$ cat src/rtl/lfsr_share_arb.sv
// Round-robin arbiter sharing one LFSR among NumReq requesters: each transfer
// steps the LFSR once and hands the fresh value to exactly one requester.
module lfsr_share_arb #(
   parameter int NumReq = 4,
   parameter int Width  = 16
) (
   input  logic              clk_i,
   input  logic              rst_i,
   input  logic [NumReq-1:0] req_i,
   input  logic [NumReq-1:0] ready_i,
   output logic [NumReq-1:0] gnt_o,
   output logic              valid_o,
   output logic [Width-1:0]  data_o,
   output logic              lfsr_next_o,
   input  logic [Width-1:0]  lfsr_rand_i,
   output logic              busy_o,
   output logic [31:0]       count_o
);

   localparam int PtrW = (NumReq > 1) ? $clog2(NumReq) : 1;

   typedef enum logic [1:0] {
      IDLE    = 2'd0,
      STEP    = 2'd1,
      DELIVER = 2'd2
   } state_e;

   state_e            state_r;
   logic [PtrW-1:0]   ptr_r;
   logic [PtrW-1:0]   g_r;
   logic [31:0]       count_r;
   logic [NumReq-1:0] gnt_r;
   logic              valid_r;
   logic              next_r;
   logic              busy_r;

   logic              sel_found_s;
   logic [PtrW-1:0]   sel_idx_s;

   function automatic logic [PtrW-1:0] wrap_add(input logic [PtrW-1:0] base, input int off);
      int sum;
      sum = int'(base) + off;
      return (sum >= NumReq) ? PtrW'(sum - NumReq) : PtrW'(sum);
   endfunction

   function automatic logic [NumReq-1:0] onehot(input logic [PtrW-1:0] idx);
      logic [NumReq-1:0] v;
      v      = {NumReq{1'b0}};
      v[idx] = 1'b1;
      return v;
   endfunction

   // Rotating-priority pick: first requester at or after ptr, wrapping.
   always_comb begin
      sel_found_s = 1'b0;
      sel_idx_s   = ptr_r;
      for (int i = 0; i < NumReq; i++) begin
         if (!sel_found_s && req_i[wrap_add(ptr_r, i)]) begin
            sel_found_s = 1'b1;
            sel_idx_s   = wrap_add(ptr_r, i);
         end else begin
            sel_found_s = sel_found_s;
         end
      end
   end

   // Transaction FSM with registered grant/valid/step/busy outputs.
   always_ff @(posedge clk_i) begin
      if (rst_i) begin
         state_r <= IDLE;
         ptr_r   <= {PtrW{1'b0}};
         g_r     <= {PtrW{1'b0}};
         count_r <= 32'd0;
         gnt_r   <= {NumReq{1'b0}};
         valid_r <= 1'b0;
         next_r  <= 1'b0;
         busy_r  <= 1'b0;
      end else begin
         case (state_r)
            IDLE: begin
               if (sel_found_s) begin
                  g_r     <= sel_idx_s;
                  state_r <= STEP;
                  next_r  <= 1'b1;
                  busy_r  <= 1'b1;
               end else begin
                  state_r <= IDLE;
                  next_r  <= 1'b0;
                  busy_r  <= 1'b0;
               end
            end
            STEP: begin
               next_r <= 1'b0;
               if (!req_i[g_r]) begin
                  // Requester left before delivery: the stepped value is dropped.
                  state_r <= IDLE;
                  ptr_r   <= wrap_add(g_r, 1);
                  busy_r  <= 1'b0;
               end else begin
                  state_r <= DELIVER;
                  valid_r <= 1'b1;
                  gnt_r   <= onehot(g_r);
               end
            end
            DELIVER: begin
               if (ready_i[g_r]) begin
                  count_r <= count_r + 32'd1;
                  ptr_r   <= wrap_add(g_r, 1);
                  state_r <= IDLE;
                  valid_r <= 1'b0;
                  gnt_r   <= {NumReq{1'b0}};
                  busy_r  <= 1'b0;
               end else if (!req_i[g_r]) begin
                  ptr_r   <= wrap_add(g_r, 1);
                  state_r <= IDLE;
                  valid_r <= 1'b0;
                  gnt_r   <= {NumReq{1'b0}};
                  busy_r  <= 1'b0;
               end else begin
                  state_r <= DELIVER;
               end
            end
            default: begin
               state_r <= IDLE;
               gnt_r   <= {NumReq{1'b0}};
               valid_r <= 1'b0;
               next_r  <= 1'b0;
               busy_r  <= 1'b0;
            end
         endcase
      end
   end

   // LFSR does not step while valid, so the gated pass-through stays stable.
   assign data_o      = valid_r ? lfsr_rand_i : {Width{1'b0}};
   assign gnt_o       = gnt_r;
   assign valid_o     = valid_r;
   assign lfsr_next_o = next_r;
   assign busy_o      = busy_r;
   assign count_o     = count_r;

endmodule

$ cat config.mk
export PLATFORM = sky130hd
export DESIGN_NAME = lfsr_share_arb
export DESIGN_NICKNAME = d
export VERILOG_FILES = /design/src/rtl/lfsr_share_arb.sv
export SDC_FILE = /design/constraint.sdc
export NUM_CORES = 1
export LEC_CHECK = 0
export ABC_AREA = 1
export CORE_UTILIZATION = 60
export DETAILED_ROUTE_END_ITERATION = 10
export DONT_BUFFER_PORTS = 1
export MAX_ROUTING_LAYER = met4
export PLACE_DENSITY = 0.88
export SETUP_SLACK_MARGIN = 0.15
export SKIP_LAST_GASP = 1
export SLEW_MARGIN = 20
export SYNTH_ARGS = -nofsm -noshare
export SYNTH_HDL_FRONTEND = slang
export SYNTH_SLANG_ARGS = --single-unit
$ cat constraint.sdc
create_clock -name clk_i -period 2.3 [get_ports clk_i]
set_input_delay 0.115 -clock clk_i [delete_from_list [all_inputs] [get_ports clk_i]]
set_output_delay 0.115 -clock clk_i [all_outputs]
set_load 0.005 [all_outputs]
Yosys cells after proc, flatten, opt, wreduce, memory -nomap -nowiden
Index checks and enable logic that the tools add are counted.
{"block": "op_classes", "n_addsub": 10, "n_mul": 0, "div_mod_pow": 0, "magnitude_cmp": 11, "n_eq_ne": 4, "n_shift": 0, "muxes": 48, "n_bitwise": 1, "n_reduce_logical": 12}
{"cell": "32-bit by 1-bit adder with 32-bit output, second input constant", "count": 1}
{"cell": "2-bit two-way mux", "count": 13}
{"cell": "1-bit two-way mux", "count": 18}
{"cell": "16-bit two-way mux", "count": 1}
{"cell": "2-bit by 3-bit < comparator with 1-bit output, second input constant", "count": 5}
{"cell": "1-bit binary-select mux with 2-bit select", "count": 6}
{"cell": "3-bit >= comparator, second input constant", "count": 4}
{"cell": "4-bit two-way mux", "count": 3}
{"cell": "4-bit one-hot mux with 3 select lines", "count": 1}
{"cell": "2-bit by 1-bit subtractor with 2-bit output, second input constant", "count": 5}
{"cell": "2-bit by 1-bit adder with 3-bit output, second input constant", "count": 2}
{"cell": "2-bit by 2-bit adder with 3-bit output, second input constant", "count": 2}
{"cell": "1-bit one-hot mux with 3 select lines", "count": 2}
{"cell": "2-bit one-hot mux with 3 select lines", "count": 1}
{"cell": "1-bit logical AND", "count": 4}
{"cell": "2-bit one-hot mux with 2 select lines", "count": 1}
{"cell": "2-bit AND reduction", "count": 2}
{"cell": "2-bit by 3-bit >= comparator with 1-bit output, second input constant", "count": 1}
{"cell": "1-bit zero test", "count": 3}
{"cell": "3-bit inequality test, second input constant", "count": 1}
{"cell": "3-bit AND reduction", "count": 1}
{"cell": "1-bit demux with 2-bit select", "count": 1}
{"cell": "2-bit by 1-bit == test with 1-bit output, second input constant", "count": 1}
{"cell": "2-bit == test, second input constant", "count": 1}
{"cell": "6 further kinds", "count": 6}
{"block": "word_totals", "regBits": 45, "latch_bits": 0, "mem_bits_rw": 0, "mem_bits_ro": 0, "out_inout_bits": 55, "elab_cells": 94, "n_memories": 0}

Logic depth before layout (Yosys ltp)
{"block": "depth", "word_depth": 16, "mapped_depth": 14, "depth_no_buf": 13}

Least setup slack after synthesis
No wires, ideal clock.
{"block": "synth_path", "path_type": "reg2reg", "start": "register count_r[1] (netlist: count_o[1])", "end": "register count_r[12] (netlist: count_o[12])", "setup_ns": 0.115, "t_arrival_ns": 1.418, "required_time_ns": 2.185, "slack_ns": 0.767, "path_stages_with_launch": 9, "synth_period_minus_slack_ns": 1.533, "cell_sequence": "dfxtp_1 > ha_1 > nand3_2 > nor3_2 > nand3_2 > nor2_2 > nand2_1 > o21ai_1 > nor2_1"}
{"block": "synth_via", "elab_chain_len": 1}
{"element": "start: declaration", "line_no": "31", "source": "logic [31:0] count_r;"}
{"element": "start signal: assignment", "line_no": "107", "source": "count_r <= count_r + 32'd1;"}
{"element": "32-bit by 1-bit adder with 32-bit output", "line_no": "107"}
Every way passes these cells.
A chain may end at the register's enable or synchronous reset.

Final worst setup path
{"block": "layout_path", "start": "register g_r[0]", "end": "register count_r[14] (netlist: count_o[14])"}
{"block": "layout_via", "elab_chain_len": 3}
{"element": "start: declaration", "line_no": "30", "source": "logic [PtrW-1:0] g_r;"}
{"element": "start signal: assignment", "line_no": "72", "source": "g_r <= {PtrW{1'b0}};"}
{"element": "start signal: assignment", "line_no": "82", "source": "g_r <= sel_idx_s;"}
{"element": "1-bit binary-select mux with 2-bit select", "line_no": "106", "source": "if (ready_i[g_r]) begin"}
{"element": "1-bit two-way mux (not written as such)", "line_no": "106"}
{"element": "2-bit AND reduction (no source line)"}
Every way passes these cells. The select of a mux whose other input is x is not followed.

==> results.toml <==
[run_status]
status = "finished, final reports clean"

[critical_path]
required_ns = 2.49
critPathKind = "reg2reg"
reg2reg_depth = 8
r2r_end = "count_o[14]"
reg2reg_from = "g_r[0]"
r2r_setup_slack_ns = 0.41
cp-start-kind = "flip-flop"
crit_path_end_kind = "flip-flop"
cp_max_fo = 21
arrival_ns = 2.08

[timing]
fin_setup_tns_ns = 0
min_period_ns = 1.89
hold_violations = 0
setup_viol = 0
skew_ns = 0.00764
post-route-period-util = 0.822
fin_ws_ns = 0.410
drv_slew = 0
relSlewSlack = 0.350
grt_setup_unrepaired = "false"
fmax_ghz = 0.529
tightest_slew_ns = 0.971

[power]
power_leakage_nw = 1.27
seq_power_share = 0.398
max-vdd-ir-drop_uv = 718
p_per_area_nw_per_um2 = 759
switching_share = 0.392
pwr-share-comb = 0.357
power.net_switching_mw = 0.929
intPower_mw = 1.44
p_clk_frac = 0.246

[yosys]
yosysWarnings = 0
syn_area_per_cell_um2 = 6.21
synth_cell_type_count = 35
synth_nets = 514
seq_area_frac_synth = 0.303
netlist_area_um2 = 2980
synthCells = 479
synth.ff_latch_count = 45

[global_routing]
antenna_found_initial = 0
gr-usage-all-layers = 0.287
grt_pass1_wl_mm = 11.6
grt_start_max_net_pins = 26
grt_pass1_vias = 2589
grt_overflow = 0

[die]
fp.dieH_um = 72.4
fp.dieW_um = 72.4
io_pins = 81
rows = 25
dieArea_um2 = 5240
start_util = 0.626
core_um2 = 4750

[cts]
cts_tree = "built"
h-tree-depth = 2
cts_buffer_depth = 2
postCtsSetupRepairBufs = 0
cts.sinks = 45
cts-root-buf = "clkbuf_8"
cts_buffers = 5
clk_latency_ns = 0.30
clkTransAtPathRegs_ns = 0.08

[placed_design]
io_buffer_count = 0
place_ws_ns = 0.451
place_area_um2 = 3000
globalplace.congestion = 0.902
hpwl_mm = 5.52

[final_layout]
layout_commonest_cell = "nand2_1"
diodes = 0
nFillCells = 445
multi_input_area_um2 = 1740
area_growth_pct = 4.96
layout_common_cells = "nand2_1 (163), inv_1 (61), dfxtp_1 (45)"
postLayoutCellArea_um2 = 3120
fin_nets = 513
regArea_um2 = 901
drive_above_1_share = 0.0858

[min_path]
hold-path-endpoint = "state_r[1]"
hold_path_class = "in2reg"
hold-path-cell-count = 5
hp-start = "ready_i[2]"

[drt]
vias_per_cell = 5.36
dr.pass1.iters = 4
drc = 0
routed_wl_mm = 7.20
wl_per_cell_um = 13.2
first_iter_violations = 214
postRouteAntennaNets = 0
vias = 2921

[run]
cap_violations = 0
layer usage:
layer | global-route usage | vias to the layer above | routed length (um)
met5 | - | - | 0
met4 | 0.0784 | 0 | 91
met3 | 0.0708 | 11 | 487
met2 | 0.448 | 122 | 3230
met1 | 0.371 | 1288 | 3390
li1 | - | 1500 | -
critical path, stage by stage (launching register included):
cell     delay, ns
dfxtp_1       0.48
nand2_1       0.10
nand3_2       0.11
nand3_4       0.24
inv_4         0.26
nand3_2       0.13
nor2_2        0.18
nand3_1       0.09
and3_1        0.18
worst max-delay path by stage:
stage,startpoint,end,slack [ns]
2_1_floorplan,count_o[1],count_o[12],0.77
3_3_place_gp,g_r[0],count_o[12],0.51
3_5_place_dp,g_r[0],count_o[14],0.45
4_1_cts,g_r[0],count_o[14],0.43
5_1_grt,g_r[0],count_o[12],0.23
6_report,g_r[0],count_o[14],0.41
synth_stat cells:
master | number | area, um^2
a211oi_1 | 1 | 7.51
inv_4 | 1 | 6.26
nor2_2 | 1 | 6.26
o21ai_2 | 3 | 26.3
nand3_2 | 4 | 40.0
nor2_4 | 3 | 33.8
dfxtp_1 | 45 | 901
nand3_1 | 22 | 110
or2_2 | 1 | 6.26
nand4_1 | 5 | 31.3
ha_1 | 9 | 113
o21ai_1 | 5 | 25.0
nor2_1 | 44 | 165
nand3b_1 | 2 | 15.0
clkinv_1 | 1 | 3.75
xor2_1 | 8 | 70.1
o21a_1 | 1 | 7.51
buf_2 | 3 | 15.0
nor3_4 | 1 | 16.3
nand2_2 | 7 | 43.8
nor3_1 | 19 | 95.1
nor4b_2 | 1 | 15.0
nor3_2 | 3 | 30.0
a21oi_1 | 36 | 180
o21ai_0 | 9 | 45.0
xnor2_1 | 1 | 8.76
inv_1 | 61 | 229
buf_4 | 2 | 15.0
clkbuf_1 | 4 | 15.0
inv_2 | 7 | 26.3
and3_1 | 1 | 6.26
nor3b_1 | 2 | 15.0
nand2_1 | 163 | 612
buf_6 | 2 | 22.5
nand3_4 | 1 | 17.5
stage by stage:
stage | std cells | power [mW] | hold WS (ns) | utilization
2_1_floorplan | 479 | 1.66 | 0.311 | -
3_3_place_gp | 536 | 1.76 | 0.189 | 0.631
3_5_place_dp | 536 | 1.78 | 0.191 | 0.631
4_1_cts | 545 | 2.36 | 0.247 | 0.657
5_1_grt | 545 | 2.54 | 0.302 | 0.657
6_report | 545 | 2.37 | 0.254 | 0.657
what timing repair did:
action / 4_1_cts / 5_1_grt
hold buffers: 2 / 0
resized for setup: 0 / 0
hold endpoints to repair: 25 / 0
cells by family (layout without fill, tap and decap cells):
kind of cell,Yosys count,count (layout),share of synthesized area
and+or+nand+nor,280,280,0.423
buffers and inverters,81,80,0.112
AOI/OAI and AO/OA,55,55,0.0980
DFF,45,45,0.303
adders and majority gates,9,9,0.0378
xor gates and xnor gates,9,9,0.0265
registers in the layout, summed over array words and instances, names as in the netlist:
name         count
count_o         32
gnt_o            4
g_r              2
ptr_r            2
state_r          2
busy_o           1
lfsr_next_o      1
valid_o          1
power by group through the flow:
stage | Sequential (mW) | Combinational (mW) | Clock, mW
4_1_cts | 0.941 | 0.839 | 0.584
3_5_place_dp | 0.957 | 0.828 | 0
6_report | 0.942 | 0.845 | 0.582
2_1_floorplan | 0.926 | 0.731 | 0
5_1_grt | 0.956 | 0.970 | 0.615
3_3_place_gp | 0.954 | 0.807 | 0
area by class of cell:
class,instances,area share
Clock buffer,5,0.0220
Tap cell,67,0.0268
Sequential cell,45,0.288
Multi-Input combinational cell,353,0.558
Inverter,70,0.0849
Timing Repair Buffer,3,0.00881
Clock inverter,2,0.0112
Power figures use the tool's default switching activity.
